**config.mk**
```make
export PLATFORM = sky130hd
export DESIGN_NAME = debug_snapshot
export DESIGN_NICKNAME = d
export VERILOG_FILES = /design/src/rtl/debug_pkg.sv /design/src/rtl/debug_snapshot_sync2.sv /design/src/rtl/debug_snapshot.sv
export SDC_FILE = /design/constraint.sdc
export NUM_CORES = 1
export LEC_CHECK = 0
export CAP_MARGIN = 20
export CELL_PAD_IN_SITES_DETAIL_PLACEMENT = 1
export CELL_PAD_IN_SITES_GLOBAL_PLACEMENT = 1
export CORE_ASPECT_RATIO = 2
export CORE_MARGIN = 3
export CORE_UTILIZATION = 49
export CTS_CLUSTER_DIAMETER = 120
export DETAILED_ROUTE_END_ITERATION = 12
export GPL_TIMING_DRIVEN = 1
export PLACE_DENSITY_LB_ADDON = 0.1
export SLEW_MARGIN = 20
export SYNTH_ARGS = -nofsm -noshare
export SYNTH_HDL_FRONTEND = slang
export SYNTH_SLANG_ARGS = --single-unit
```
**constraint.sdc**
```tcl
create_clock -name debug_clk -period 5.8 [get_ports debug_clk]
set_input_delay 1.16 -clock debug_clk [delete_from_list [all_inputs] [get_ports debug_clk]]
set_output_delay 1.16 -clock debug_clk [all_outputs]
set_load 0.05 [all_outputs]
```
**src/rtl/debug_pkg.sv**
```systemverilog
// Shared constants for the debug snapshot serializer.
// Covers the FSM encoding, frame geometry and the probe bit map.
package debug_pkg;

  localparam int SYNC_W      = 4;
  localparam int PROBE_W_DEF = 16;
  localparam int SEQ_W_DEF   = 4;

  localparam logic [SYNC_W-1:0] SYNC_PAT_DEF = 4'b1010;

  localparam logic [1:0] ST_IDLE    = 2'd0;
  localparam logic [1:0] ST_CAPTURE = 2'd1;
  localparam logic [1:0] ST_SHIFT   = 2'd2;
  localparam logic [1:0] ST_GAP     = 2'd3;

  // Probe positions match the legacy debug address map.
  localparam int PRB_PACKET_COMPLETE = 0;
  localparam int PRB_CMD_COMPLETE    = 1;
  localparam int PRB_HANDLEMATCH     = 2;
  localparam int PRB_DOCRC           = 3;
  localparam int PRB_RX_EN           = 4;
  localparam int PRB_TX_EN           = 5;

  function automatic int frame_len(input int probe_w, input int seq_w);
    return SYNC_W + seq_w + probe_w + 1;
  endfunction

endpackage

```
**src/rtl/debug_snapshot_sync2.sv**
```systemverilog
// Two-flop synchronizer of configurable width with asynchronous reset.
module sync2 #(
  parameter int W = 1
) (
  input  logic         clk,
  input  logic         reset,
  input  logic [W-1:0] d,
  output logic [W-1:0] q
);

  logic [W-1:0] meta;

  always_ff @(posedge clk or posedge reset) begin
    if (reset) begin
      meta <= '0;
      q    <= '0;
    end else begin
      meta <= d;
      q    <= meta;
    end
  end

endmodule

```
**src/rtl/debug_snapshot.sv**
```systemverilog
// Snapshots synchronized probe flags and serializes them as one framed stream:
// sync header, sequence number, probe bits, even parity.
module debug_snapshot
  import debug_pkg::*;
#(
  parameter int                PROBE_W  = PROBE_W_DEF,
  parameter logic [SYNC_W-1:0] SYNC_PAT = SYNC_PAT_DEF,
  parameter int                SEQ_W    = SEQ_W_DEF
) (
  input  logic               debug_clk,
  input  logic               reset,
  input  logic [PROBE_W-1:0] probe_in,
  input  logic               debug_arm,
  output logic               debug_out,
  output logic               frame_active,
  output logic               frame_done,
  output logic [SEQ_W-1:0]   seq_out
);

  localparam int FRAME_LEN = frame_len(PROBE_W, SEQ_W);
  localparam int CNT_W     = $clog2(FRAME_LEN);
  localparam logic [CNT_W-1:0] LAST_BIT = CNT_W'(FRAME_LEN - 1);

  logic [PROBE_W-1:0]   probe_s2;
  logic                 arm_s2;
  logic [1:0]           state;
  logic [FRAME_LEN-1:0] sr;
  logic [FRAME_LEN-1:0] frame_word;
  logic [CNT_W-1:0]     bitcnt;
  logic [SEQ_W-1:0]     seq;

  sync2 #(.W(PROBE_W)) u_probe_sync (
    .clk   (debug_clk),
    .reset (reset),
    .d     (probe_in),
    .q     (probe_s2)
  );

  sync2 #(.W(1)) u_arm_sync (
    .clk   (debug_clk),
    .reset (reset),
    .d     (debug_arm),
    .q     (arm_s2)
  );

  function automatic logic even_parity(input logic [SEQ_W-1:0] s, input logic [PROBE_W-1:0] p);
    return ^{s, p};
  endfunction

  // Frame laid out in transmit order so bit 0 leaves first; header goes MSB first.
  always_comb begin
    frame_word = '0;
    for (int i = 0; i < SYNC_W; i++) begin
      frame_word[i] = SYNC_PAT[SYNC_W-1-i];
    end
    frame_word[SYNC_W +: SEQ_W]           = seq;
    frame_word[SYNC_W+SEQ_W +: PROBE_W]   = probe_s2;
    frame_word[FRAME_LEN-1]               = even_parity(seq, probe_s2);
  end

  always_ff @(posedge debug_clk or posedge reset) begin
    if (reset) begin
      state        <= ST_IDLE;
      sr           <= '0;
      bitcnt       <= '0;
      seq          <= '0;
      frame_active <= 1'b0;
      frame_done   <= 1'b0;
    end else begin
      case (state)
        ST_IDLE: begin
          if (arm_s2) begin
            state <= ST_CAPTURE;
          end else begin
            state <= ST_IDLE;
          end
        end
        ST_CAPTURE: begin
          sr           <= frame_word;
          bitcnt       <= '0;
          frame_active <= 1'b1;
          state        <= ST_SHIFT;
        end
        ST_SHIFT: begin
          // After FRAME_LEN shifts the register is all zero, so debug_out idles low.
          sr <= {1'b0, sr[FRAME_LEN-1:1]};
          if (bitcnt == LAST_BIT) begin
            frame_active <= 1'b0;
            frame_done   <= 1'b1;
            state        <= ST_GAP;
          end else begin
            bitcnt <= bitcnt + CNT_W'(1);
          end
        end
        ST_GAP: begin
          frame_done <= 1'b0;
          seq        <= seq + SEQ_W'(1);
          if (arm_s2) begin
            state <= ST_CAPTURE;
          end else begin
            state <= ST_IDLE;
          end
        end
        default: begin
          state        <= ST_IDLE;
          sr           <= '0;
          bitcnt       <= '0;
          frame_active <= 1'b0;
          frame_done   <= 1'b0;
        end
      endcase
    end
  end

  assign debug_out = sr[0];
  assign seq_out   = seq;

endmodule

```
[After elaboration in Yosys (flattened, before gate mapping)]
Index checks and enable logic that the tools add are counted.
Operators by class
  equality and inequality tests: 6
  muxes and demuxes: 10
  reduce and logical (&&, ||, !) cells: 8
  $add $sub $neg: 2
Operator list (number)
  25-bit case mux with 2 select lines: 1
  20-bit XOR reduction: 1
  5-bit case mux with 2 select lines: 1
  2-bit case mux with 3 select lines: 1
  2-bit AND reduction: 3
  5-bit by 1-bit adder with 5-bit output (second input constant): 1
  5-bit equality test (second input constant): 1
  5-bit two-way mux: 1
  4-bit by 1-bit adder with 4-bit output (second input constant): 1
  2-bit equality test (second input constant): 2
  2-bit != test (second input constant): 2
  1-bit case mux with 2 select lines: 2
  2-bit nonzero test: 2
  1-bit two-way mux: 3
  2-bit by 1-bit equality test with 1-bit output (second input constant): 1
  2-bit logical NOT: 1
  2-bit two-way mux: 1
  2-bit OR reduction: 1
Storage, ports and cells
  register bits after elaboration: 72
  output and inout port bits: 7

[Logic depth before layout (Yosys ltp)]
Gate-level depths: netlist of the first run.
  depth after elaboration: 3
  depth in mapped cells: 7
  mapped depth without buffers: 7

[Modules after synthesis]
From an unflattened synthesis of the first run, not the netlist that was laid out.
Unflattened totals
  cells, all modules: 230
  area total of the unflattened synthesis: 2810.2 sq um
By module, submodules not included
  debug_snapshot: area each 1951.9 sq um, times used 1, cells each 194
  sync2 at u_probe_sync: area each 804.5 sq um, times used 1, cells each 33
  sync2 at u_arm_sync: area each 53.8 sq um, times used 1, cells each 3

[Worst setup path after synthesis of the first run]
OpenSTA, ideal clock, no wires.
  kind: register to output
  start: reg frame_done
  end: out frame_done
  required time: 4640 ps
  buffers on the path: 0
  stages on the path, launching flop included: 1
  setup slack: 4025 ps
  data arrival time: 615 ps
  path through: dfrtp_1
RTL lines
  start: declaration: line debug_snapshot.sv:16  | output logic frame_done,
  start signal: assignment: line debug_snapshot.sv:68  | frame_done <= 1'b0;
  start signal: assignment: line debug_snapshot.sv:89  | frame_done <= 1'b1;
  start signal: assignment: line debug_snapshot.sv:96  | frame_done <= 1'b0;
No word-level cell between the ends.

[Worst setup path in the final report of the first run]
  start: reg seq[2] (netlist: seq_out[2])
  end: out seq_out[2]
RTL lines
  start: declaration: line debug_snapshot.sv:30  | logic [SEQ_W-1:0] seq;
  start signal: assignment: line debug_snapshot.sv:97  | seq <= seq + SEQ_W'(1);
  end: declaration: line debug_snapshot.sv:17  | output logic [SEQ_W-1:0] seq_out
No word-level cell between the ends.

==> results of run 1 <==
-- power by group through the flow --
| stage | combinational (mW) | sequential [mW] | clock (mW) |
|---|---|---|---|
| after floorplan | 0.564 | 0.733 | 0 |
| after global placement | 0.691 | 0.733 | 0 |
| after detailed placement | 0.710 | 0.741 | 0 |
| after CTS | 0.715 | 0.733 | 0.357 |
| after global routing | 0.788 | 0.751 | 0.381 |
| final | 0.695 | 0.729 | 0.340 |
-- layer usage --
metal | wire length (microns) | part of all wire [%] | vias up | global-route usage [%]
li1 | - | - | 805 | -
met1 | 1870 | 41 | 836 | 19.7
met2 | 2390 | 53 | 24 | 24.8
met3 | 160 | 3.5 | 9 | 6.12
met4 | 105 | 2.3 | 0 | 8.88
met5 | 0 | 0 | - | 0
-- path summary, 6_finish.rpt --
kind / depth (start not counted) / end / slack [ps] / startpoint
min in group asynchronous: 2 / u_arm_sync.q$_DFF_PP0_ / 1190 / reset
worst max-delay path: 1 / seq_out[2] / 3040 / seq_out[2]$_DFFE_PP0P_
worst min register to register: 0 / u_probe_sync.q[8]$_DFF_PP0_ / 350 / u_probe_sync.meta[8]$_DFF_PP0_
worst max register to register: 5 / state[1]$_DFFE_PP0P_ / 3870 / state[0]$_DFFE_PP0P_
worst min-delay path: 0 / u_probe_sync.q[8]$_DFF_PP0_ / 350 / u_probe_sync.meta[8]$_DFF_PP0_
max in group asynchronous: 3 / bitcnt[0]$_DFFE_PP0P_ / 3660 / reset
-- kinds of logic (layout without fill, tap and decap cells) --
group | count (synthesis) | in the layout
adders and majority gates | 7 | 7
and+or+nand+nor | 52 | 52
DFF | 72 | 72
AOI/OAI and AO/OA | 38 | 38
xor gates and xnor gates | 22 | 22
muxes | 22 | 22
buffers and inverters | 20 | 46
-- final cells by class --
cell class              count  area (sq um)
flip-flops and latches     72          1800
clock inverters             3          17.5
repair buffers             26           258
fillers                   580          2230
well taps                  60          75.1
inverters                   5          18.8
multi-input cells         141           960
clock buffers              12           155
-- per-stage QoR --
| step | cells | instance area [sq um] | utilization [%] |
|---|---|---|---|
| floorplan | 233 | 2850 | - |
| global placement | 304 | 3110 | 56.4 |
| detailed placement | 304 | 3110 | 56.4 |
| CTS | 319 | 3290 | 59.6 |
| global route | 319 | 3290 | 59.6 |
| finish | 319 | 3290 | 59.6 |
-- worst reg2reg max path, stage by stage, from the launching register on --
cell	delay, ps
dfrtp_1	440
inv_1	80
ha_2	820
nand2_1	240
nor2_1	150
a21oi_1	50
-- sequential cells by signal (all words and copies together) (netlist names) --
register           count
state                  2
sr                    25
u_arm_sync.meta        1
u_probe_sync.q        16
u_probe_sync.meta     16
u_arm_sync.q           1
frame_done             1
bitcnt                 5
seq_out                4
frame_active           1
-- layout by cell type (no fill, tap or decap), drive strengths merged, types with 2 or more instances in the layout --
cell type      count
dfrtp             72
nand2b             3
clkdlybuf4s50     25
mux2i             21
inv                5
o21ai             29
o31ai              2
xor2               3
clkinv             2
a21oi              5
nor2               5
nand3              3
nand2             35
clkbuf            12
nor2b              2
ha                 7
xnor2             18
==> flow_metrics.env, run 1 <==
export IMPL_antenna_found_initial=0
export IMPL_core_area_sq_um=5520
export IMPL_crit_chain="clkdlybuf4s50_1"
export IMPL_clk_latency_ps=340
export IMPL_place_port_buffers=25
export IMPL_ys_flop_type="dfrtp_1"
export IMPL_fin_crit_sh_pct=47.6
export IMPL_htreeDepth=3
export IMPL_nets=281
export IMPL_cts_max_path_buffers=2
export IMPL_crit_fanout=5
export IMPL_cp_slowest_stage_delay_ps=830
export IMPL_synthArstFlopShare_pct=100
export IMPL_synth_simple_gate_area_share_pct=8.03
export IMPL_ys_top_cells_by_count="dfrtp_1, nand2_1, o21ai_0"
export IMPL_cp_slowest_cell="clkdlybuf4s50_1"
export IMPL_setup_tns_ps=0
export IMPL_critPathRequiredTime_ps=4640
export IMPL_ys_seq_elements=72
export IMPL_num_io_pins=26
export IMPL_ys_warnings_count=0
export IMPL_crit_path_end_kind="output pin"
export IMPL_power_switching_mw=0.647
export IMPL_route_detailed_drc=0
export IMPL_muxShareOfSynthArea_pct=7.77
export IMPL_grt_max_degree=53
export IMPL_dpl_hpwl_microns=3090
export IMPL_synth_top_area_cell="dfrtp_1"
export IMPL_ir_worst_vdd_v=0.000495
export IMPL_synth_nets=259
export IMPL_power_density_nw_per_um2=537
export IMPL_grt_pass1_vias=1718
export IMPL_cpLargestDelayFamily="buffers and inverters"
export IMPL_critical_path_buf_inv_count=1
export IMPL_finalClockSkew_ps=3.03
export IMPL_drive_gt1_share_pct=7.72
export IMPL_crit_arrival_ps=1600
export IMPL_synth_edf_count=0
export IMPL_syn_area_sq_um=2850
export IMPL_routabilityCongestion=0.740
export IMPL_drtPass1Iterations=3
export IMPL_synth_cells=233
export IMPL_clockPowerShare_pct=19.3
export IMPL_post_synth_top_count_cell="dfrtp_1"
export IMPL_max_clock_freq_mhz=362
export IMPL_cts_sinks=72
export IMPL_cts_tree="done"
export IMPL_p_int_mw=1.12
export IMPL_run_status="complete, no violations"
export IMPL_grt_usage_pct=16.3
export IMPL_dp_slack_ps=3220
export IMPL_tightest_slew_ps=963
export IMPL_synth_top_area_share_pct=63.2
export IMPL_period_needed_ps=2760
export IMPL_grt_pass1_wl_microns=8070
export IMPL_seq_area_frac_synth_pct=63.2
export IMPL_startpoint_type="register"
export IMPL_wl_microns=4530
export IMPL_cts_resized=0
export IMPL_cts_root_buf="clkbuf_8"
export IMPL_die_area_sq_um=6830
export IMPL_wire_per_inst_microns=14.2
export IMPL_die_x_microns=59.9
export IMPL_cts_buffers=9
export IMPL_whs_ps=348
export IMPL_post_cts_buffers=0
export IMPL_finalMaxSlewViolations=0
export IMPL_synth_compound_area_share_pct=7.20
export IMPL_cts_hold_buffers_added=0
export IMPL_pwr_share_comb_pct=39.4
export IMPL_vias_per_cell=5.25
export IMPL_hp_class="reg2reg"
export IMPL_p_sw_share_pct=36.7
export IMPL_synth_top_family_by_area="simple AND/OR/NAND/NOR gates"
export IMPL_drv_cap=0
export IMPL_seq_power_share_pct=41.3
export IMPL_setup_viol=0
export IMPL_synthXorXnorAreaFrac_pct=7.50
export IMPL_power_mw=1.76
export IMPL_vias=1674
export IMPL_rsz0062_at_grt="no"
export IMPL_syn2layout_area_growth_pct=15.2
export IMPL_clk_pin_slew_ps=70
export IMPL_synthTopCellsByArea="dfrtp_1, mux2i_1, xnor2_1"
export IMPL_leakage_nw=1.49
export IMPL_num_rows=38
export IMPL_initial_utilization_pct=51.7
export IMPL_dr_first_iter_drc_count=45
export IMPL_die_h_microns=114
export IMPL_relSlewSlack_pct=35.8
export IMPL_finalHoldViolCount=0
export IMPL_fin_ws_ps=3040
export IMPL_yosys_area_share_adder_pct=3.07
export IMPL_postRouteAntennaNets=0
export IMPL_diodes=0
export IMPL_yosysUniqueCellTypes=27
export IMPL_avgSynthCellArea_sq_um=12.2
export IMPL_grt_overflow_total=0
export IMPL_critPathKind="reg2out"
Note: power is estimated with default switching activity, not from simulation.
==> run 2, diff against run 1 <==
- CORE_UTILIZATION: 49 -> 41
- clock period: 5.8 -> 2.5 ns (I/O delays scaled with it)
==> run 2 against run 1 <==
  * Core utilization is 7.0 points lower
  * Sequential power is 130% higher
  * First-iteration DRC count is 2.2% lower
  * Final area is 6.7% higher
  * Via count is 1.9% higher
  * Clock power grew to 3.7 times the previous value
  * Wire length is 7.6% higher
==> flow_metrics.env, run 2 (synthesis results as in run 1) <==
export IMPL_run_status="complete, no violations"
export IMPL_initial_utilization_pct=42.7
export IMPL_syn2layout_area_growth_pct=23.0
export IMPL_dp_slack_ps=620
export IMPL_critPathKind="reg2out"
export IMPL_crit_fanout=5
export IMPL_cts_resized=0
export IMPL_power_density_nw_per_um2=1330
export IMPL_num_rows=42
export IMPL_cts_hold_buffers_added=0
export IMPL_die_x_microns=65.0
export IMPL_fin_ws_ps=410
export IMPL_route_detailed_drc=0
export IMPL_max_clock_freq_mhz=478
export IMPL_nets=283
export IMPL_wire_per_inst_microns=14.0
export IMPL_grt_pass1_vias=1852
export IMPL_hp_class="reg2reg"
export IMPL_rsz0062_at_grt="no"
export IMPL_leakage_nw=1.58
export IMPL_startpoint_type="register"
export IMPL_dr_first_iter_drc_count=44
export IMPL_cts_max_path_buffers=2
export IMPL_place_port_buffers=25
export IMPL_final_common_cell="dfrtp_1"
export IMPL_cpLargestDelayFamily="buffers and inverters"
export IMPL_fillers=713
export IMPL_fin_crit_sh_pct=83.6
export IMPL_crit_path_end_kind="output pin"
export IMPL_tightest_slew_ps=497
export IMPL_period_needed_ps=2090
export IMPL_crit_chain="clkdlybuf4s50_1"
export IMPL_setup_viol=0
export IMPL_diodes=0
export IMPL_critPathRequiredTime_ps=2000
export IMPL_core_area_sq_um=6670
export IMPL_setup_tns_ps=0
export IMPL_critical_path_buf_inv_count=1
export IMPL_power_mw=4.66
export IMPL_finalMaxSlewViolations=0
export IMPL_post_cts_buffers=0
export IMPL_vias=1706
export IMPL_cts_buffers=9
export IMPL_reg_top3="sr: 25 flops, u_probe_sync.meta: 16 flops, u_probe_sync.q: 16 flops"
export IMPL_finalClockSkew_ps=4.31
export IMPL_final_cell_mix="dfrtp_1, nand2_1, o21ai_0"
export IMPL_postRouteAntennaNets=0
export IMPL_finalHoldViolCount=0
export IMPL_wl_microns=4870
export IMPL_dpl_hpwl_microns=3240
export IMPL_crit_arrival_ps=1590
export IMPL_drtPass1Iterations=4
export IMPL_grt_usage_pct=14.8
export IMPL_ir_worst_vdd_v=0.000685
export IMPL_die_area_sq_um=8050
export IMPL_num_io_pins=26
export IMPL_cp_slowest_cell="clkdlybuf4s50_1"
export IMPL_grt_overflow_total=0
export IMPL_cts_tree="done"
export IMPL_cts_sinks=72
export IMPL_relSlewSlack_pct=66.8
export IMPL_top_register="sr"
export IMPL_largest_register_ffs=25
export IMPL_drv_cap=0
export IMPL_vias_per_cell=4.89
export IMPL_cp_slowest_stage_delay_ps=830
export IMPL_clk_latency_ps=320
export IMPL_cts_root_buf="clkbuf_16"
export IMPL_grt_pass1_wl_microns=8660
export IMPL_clk_pin_slew_ps=50
export IMPL_drive_gt1_share_pct=8.81
export IMPL_die_h_microns=124
export IMPL_routabilityCongestion=0.689
export IMPL_htreeDepth=3
export IMPL_grt_max_degree=73
export IMPL_antenna_found_initial=0
==> run 2: cell types whose count changed in the layout (fill, tap and decap cells not counted), sizes merged <==
cell and delta:
buf +2, clkinvlp -1, bufinv +1
==> run 2: worst register-to-register path: stages (launching register included) <==
cell	delay (ps)
dfrtp_1	420
ha_1	340
xnor2_1	200
xnor2_1	160
xnor3_1	340
xnor2_1	140
o31ai_2	180
==> run 2: report_power, final <==
part / internal [mW] / switching [mW] / total (mW)
combinational: 0.769 / 0.917 / 1.69
sequential: 1.48 / 0.217 / 1.70
clock: 0.843 / 0.428 / 1.27
==> run 2: metrics by stage <==
step	instances	hold slack [ps]	util (%)	cell area, sq um
floorplan	233	331	-	2850
global placement	334	332	48.0	3200
detailed placement	334	336	48.0	3200
CTS	349	348	52.5	3510
global route	349	354	52.5	3510
finish	349	346	52.5	3510
==> run 2: cell type report <==
| type | count | area [sq um] | area share [%] |
|---|---|---|---|
| clock inverters | 3 | 40.0 | 1.14 |
| clock buffers | 12 | 267 | 7.60 |
| flip-flops and latches | 72 | 1800 | 51.4 |
| multi-input cells | 141 | 960 | 27.4 |
| well taps | 88 | 110 | 3.14 |
| inverters | 5 | 18.8 | 0.535 |
| repair buffers | 28 | 310 | 8.85 |
==> run 2: path summary, 6_finish.rpt <==
kind | depth (start not counted) | slack (ps) | startpoint | end
hold / removal | 0 | 350 | u_probe_sync.meta[0]$_DFF_PP0_ | u_probe_sync.q[0]$_DFF_PP0_
min in group asynchronous | 3 | 580 | reset | sr[9]$_DFFE_PP0P_
setup reg to reg | 6 | 620 | seq_out[0]$_DFFE_PP0P_ | sr[24]$_DFFE_PP0P_
max in group asynchronous | 3 | 1630 | reset | u_probe_sync.q[14]$_DFF_PP0_
setup / recovery | 1 | 410 | seq_out[2]$_DFFE_PP0P_ | seq_out[2]
hold reg to reg | 0 | 350 | u_probe_sync.meta[0]$_DFF_PP0_ | u_probe_sync.q[0]$_DFF_PP0_
==> run 2: metal layers <==
| layer | routed length, microns | track usage (%) | vias up |
|---|---|---|---|
| li1 | - | - | 813 |
| met1 | 1940 | 16.7 | 856 |
| met2 | 2620 | 24.3 | 24 |
| met3 | 155 | 3.25 | 13 |
| met4 | 157 | 10.3 | 0 |
| met5 | 0 | 0 | - |
==> run 3, diff against run 2 <==
- CORE_UTILIZATION: 41 -> 46
- clock period: 2.5 -> 2.2 ns (I/O delays scaled with it)
==> run 3 against run 2 <==
  * Wire length is 1.7% higher
  * Global-route usage is 1.7 points higher
  * Total power is 18% higher
  * Clock skew is 1.2 ps lower
  * Clock power is 27% higher
  * Via count stayed put
  * Highest routed layer unchanged
  * Critical path depth stayed put
  * Worst hold slack better by 0.79 ps
  * Register-to-register slack worse by 300 ps
  * Sequential share of layout area is 0.073 points lower
  * Die area is 10% lower
  * Sequential cell count stayed put
  * Critical path type unchanged
==> flow_metrics.env, run 3 (synthesis results as in run 1) <==
export IMPL_cp_slowest_stage_delay_ps=840
export IMPL_crit_path_end_kind="output pin"
export IMPL_cts_sinks=72
export IMPL_vias_per_cell=5.22
export IMPL_drv_cap=0
export IMPL_die_area_sq_um=7240
export IMPL_max_clock_freq_mhz=488
export IMPL_num_io_pins=26
export IMPL_core_area_sq_um=6010
export IMPL_clk_latency_ps=320
export IMPL_grt_usage_pct=16.5
export IMPL_ir_worst_vdd_v=0.000961
export IMPL_critPathKind="reg2out"
export IMPL_post_cts_buffers=0
export IMPL_wl_microns=4950
export IMPL_tightest_slew_ps=495
export IMPL_diodes=0
export IMPL_crit_chain="clkdlybuf4s50_1"
export IMPL_cpLargestDelayFamily="buffers and inverters"
export IMPL_finalClockSkew_ps=3.12
export IMPL_postRouteAntennaNets=0
export IMPL_hp_class="reg2reg"
export IMPL_grt_max_degree=73
export IMPL_cts_buffers=9
export IMPL_cts_max_path_buffers=2
export IMPL_fin_ws_ps=151
export IMPL_setup_viol=0
export IMPL_period_needed_ps=2050
export IMPL_crit_arrival_ps=1610
export IMPL_grt_overflow_total=0
export IMPL_finalHoldViolCount=0
export IMPL_power_mw=5.48
export IMPL_final_common_cell="dfrtp_1"
export IMPL_grt_pass1_vias=1894
export IMPL_hp_start="u_probe_sync.meta[5]$_DFF_PP0_"
export IMPL_final_cell_mix="dfrtp_1, nand2_1, o21ai_0"
export IMPL_critPathRequiredTime_ps=1760
export IMPL_nets=285
export IMPL_wire_per_inst_microns=15.1
export IMPL_drtPass1Iterations=4
export IMPL_dp_slack_ps=317
export IMPL_setup_tns_ps=0
export IMPL_route_detailed_drc=0
export IMPL_place_port_buffers=25
export IMPL_reg_top3="sr: 25 flops, u_probe_sync.meta: 16 flops, u_probe_sync.q: 16 flops"
export IMPL_cts_hold_buffers_added=0
export IMPL_die_h_microns=117
export IMPL_relSlewSlack_pct=66.9
export IMPL_htreeDepth=3
export IMPL_grt_pass1_wl_microns=8760
export IMPL_dpl_hpwl_microns=3320
export IMPL_largest_register_ffs=25
export IMPL_rr_startpoint="seq_out[0]$_DFFE_PP0P_"
export IMPL_vias=1706
export IMPL_die_x_microns=61.7
export IMPL_power_density_nw_per_um2=1560
export IMPL_startpoint_type="register"
export IMPL_finalMaxSlewViolations=0
export IMPL_rsz0062_at_grt="no"
export IMPL_critical_path_buf_inv_count=1
export IMPL_initial_utilization_pct=47.5
export IMPL_routabilityCongestion=0.705
export IMPL_num_rows=40
export IMPL_antenna_found_initial=0
export IMPL_startpoint="seq_out[2]$_DFFE_PP0P_"
export IMPL_cts_tree="done"
export IMPL_dr_first_iter_drc_count=92
export IMPL_whs_ps=346
export IMPL_crit_fanout=5
export IMPL_clk_pin_slew_ps=50
export IMPL_drive_gt1_share_pct=9.47
export IMPL_leakage_nw=1.59
export IMPL_run_status="complete, no violations"
export IMPL_syn2layout_area_growth_pct=23.2
export IMPL_cp_slowest_cell="clkdlybuf4s50_1"
export IMPL_top_register="sr"
export IMPL_fin_crit_sh_pct=93.1
export IMPL_cts_root_buf="clkbuf_16"
export IMPL_cts_resized=0
-- run 3: cell types whose count changed in the layout (fill, tap and decap cells not counted), sizes merged --
cell,delta
buf,+2
bufinv,+2
clkbuf,-2
clkinvlp,+2
inv,-1
-- run 3: power by group --
part,total [mW],internal [mW],switching (mW)
sequential,1.94,1.69,0.255
combinational,1.93,0.877,1.05
clock,1.61,1.10,0.505
total,5.48,3.66,1.81
-- run 3: final timing paths --
path / to / slack [ps] / depth (start not counted)
setup / recovery: seq_out[2] / 150 / 1
hold / removal: u_probe_sync.q[5]$_DFF_PP0_ / 350 / 0
setup reg to reg: sr[24]$_DFFE_PP0P_ / 320 / 6
hold reg to reg: u_probe_sync.q[5]$_DFF_PP0_ / 350 / 0
max in group asynchronous: u_probe_sync.q[2]$_DFF_PP0_ / 1350 / 3
min in group asynchronous: u_probe_sync.q[7]$_DFF_PP0_ / 580 / 3
-- run 3: area by class of cell --
class	count	area, sq um
clock buffer	10	229
sequential	72	1800
timing repair buffer	30	313
clock inverter	6	108
fill	623	2490
inverter	5	22.5
multi-input combinational	141	960
tap	63	78.8
-- run 3: per-layer routing --
metal | part of all wire [%] | track usage, % | up-vias
li1 | - | - | 820
met1 | 38 | 19.0 | 850
met2 | 56 | 26.8 | 26
met3 | 2.5 | 4.30 | 10
met4 | 2.6 | 8.37 | 0
met5 | 0 | 0 | -
-- run 3: metrics by stage --
stage               instances  instance area (sq um)  utilization, %
finish                    327                   3510            58.5
global route              327                   3510            58.5
CTS                       327                   3510            58.5
detailed placement        311                   3180            52.9
global placement          311                   3180            52.9
floorplan                 233                   2860               -
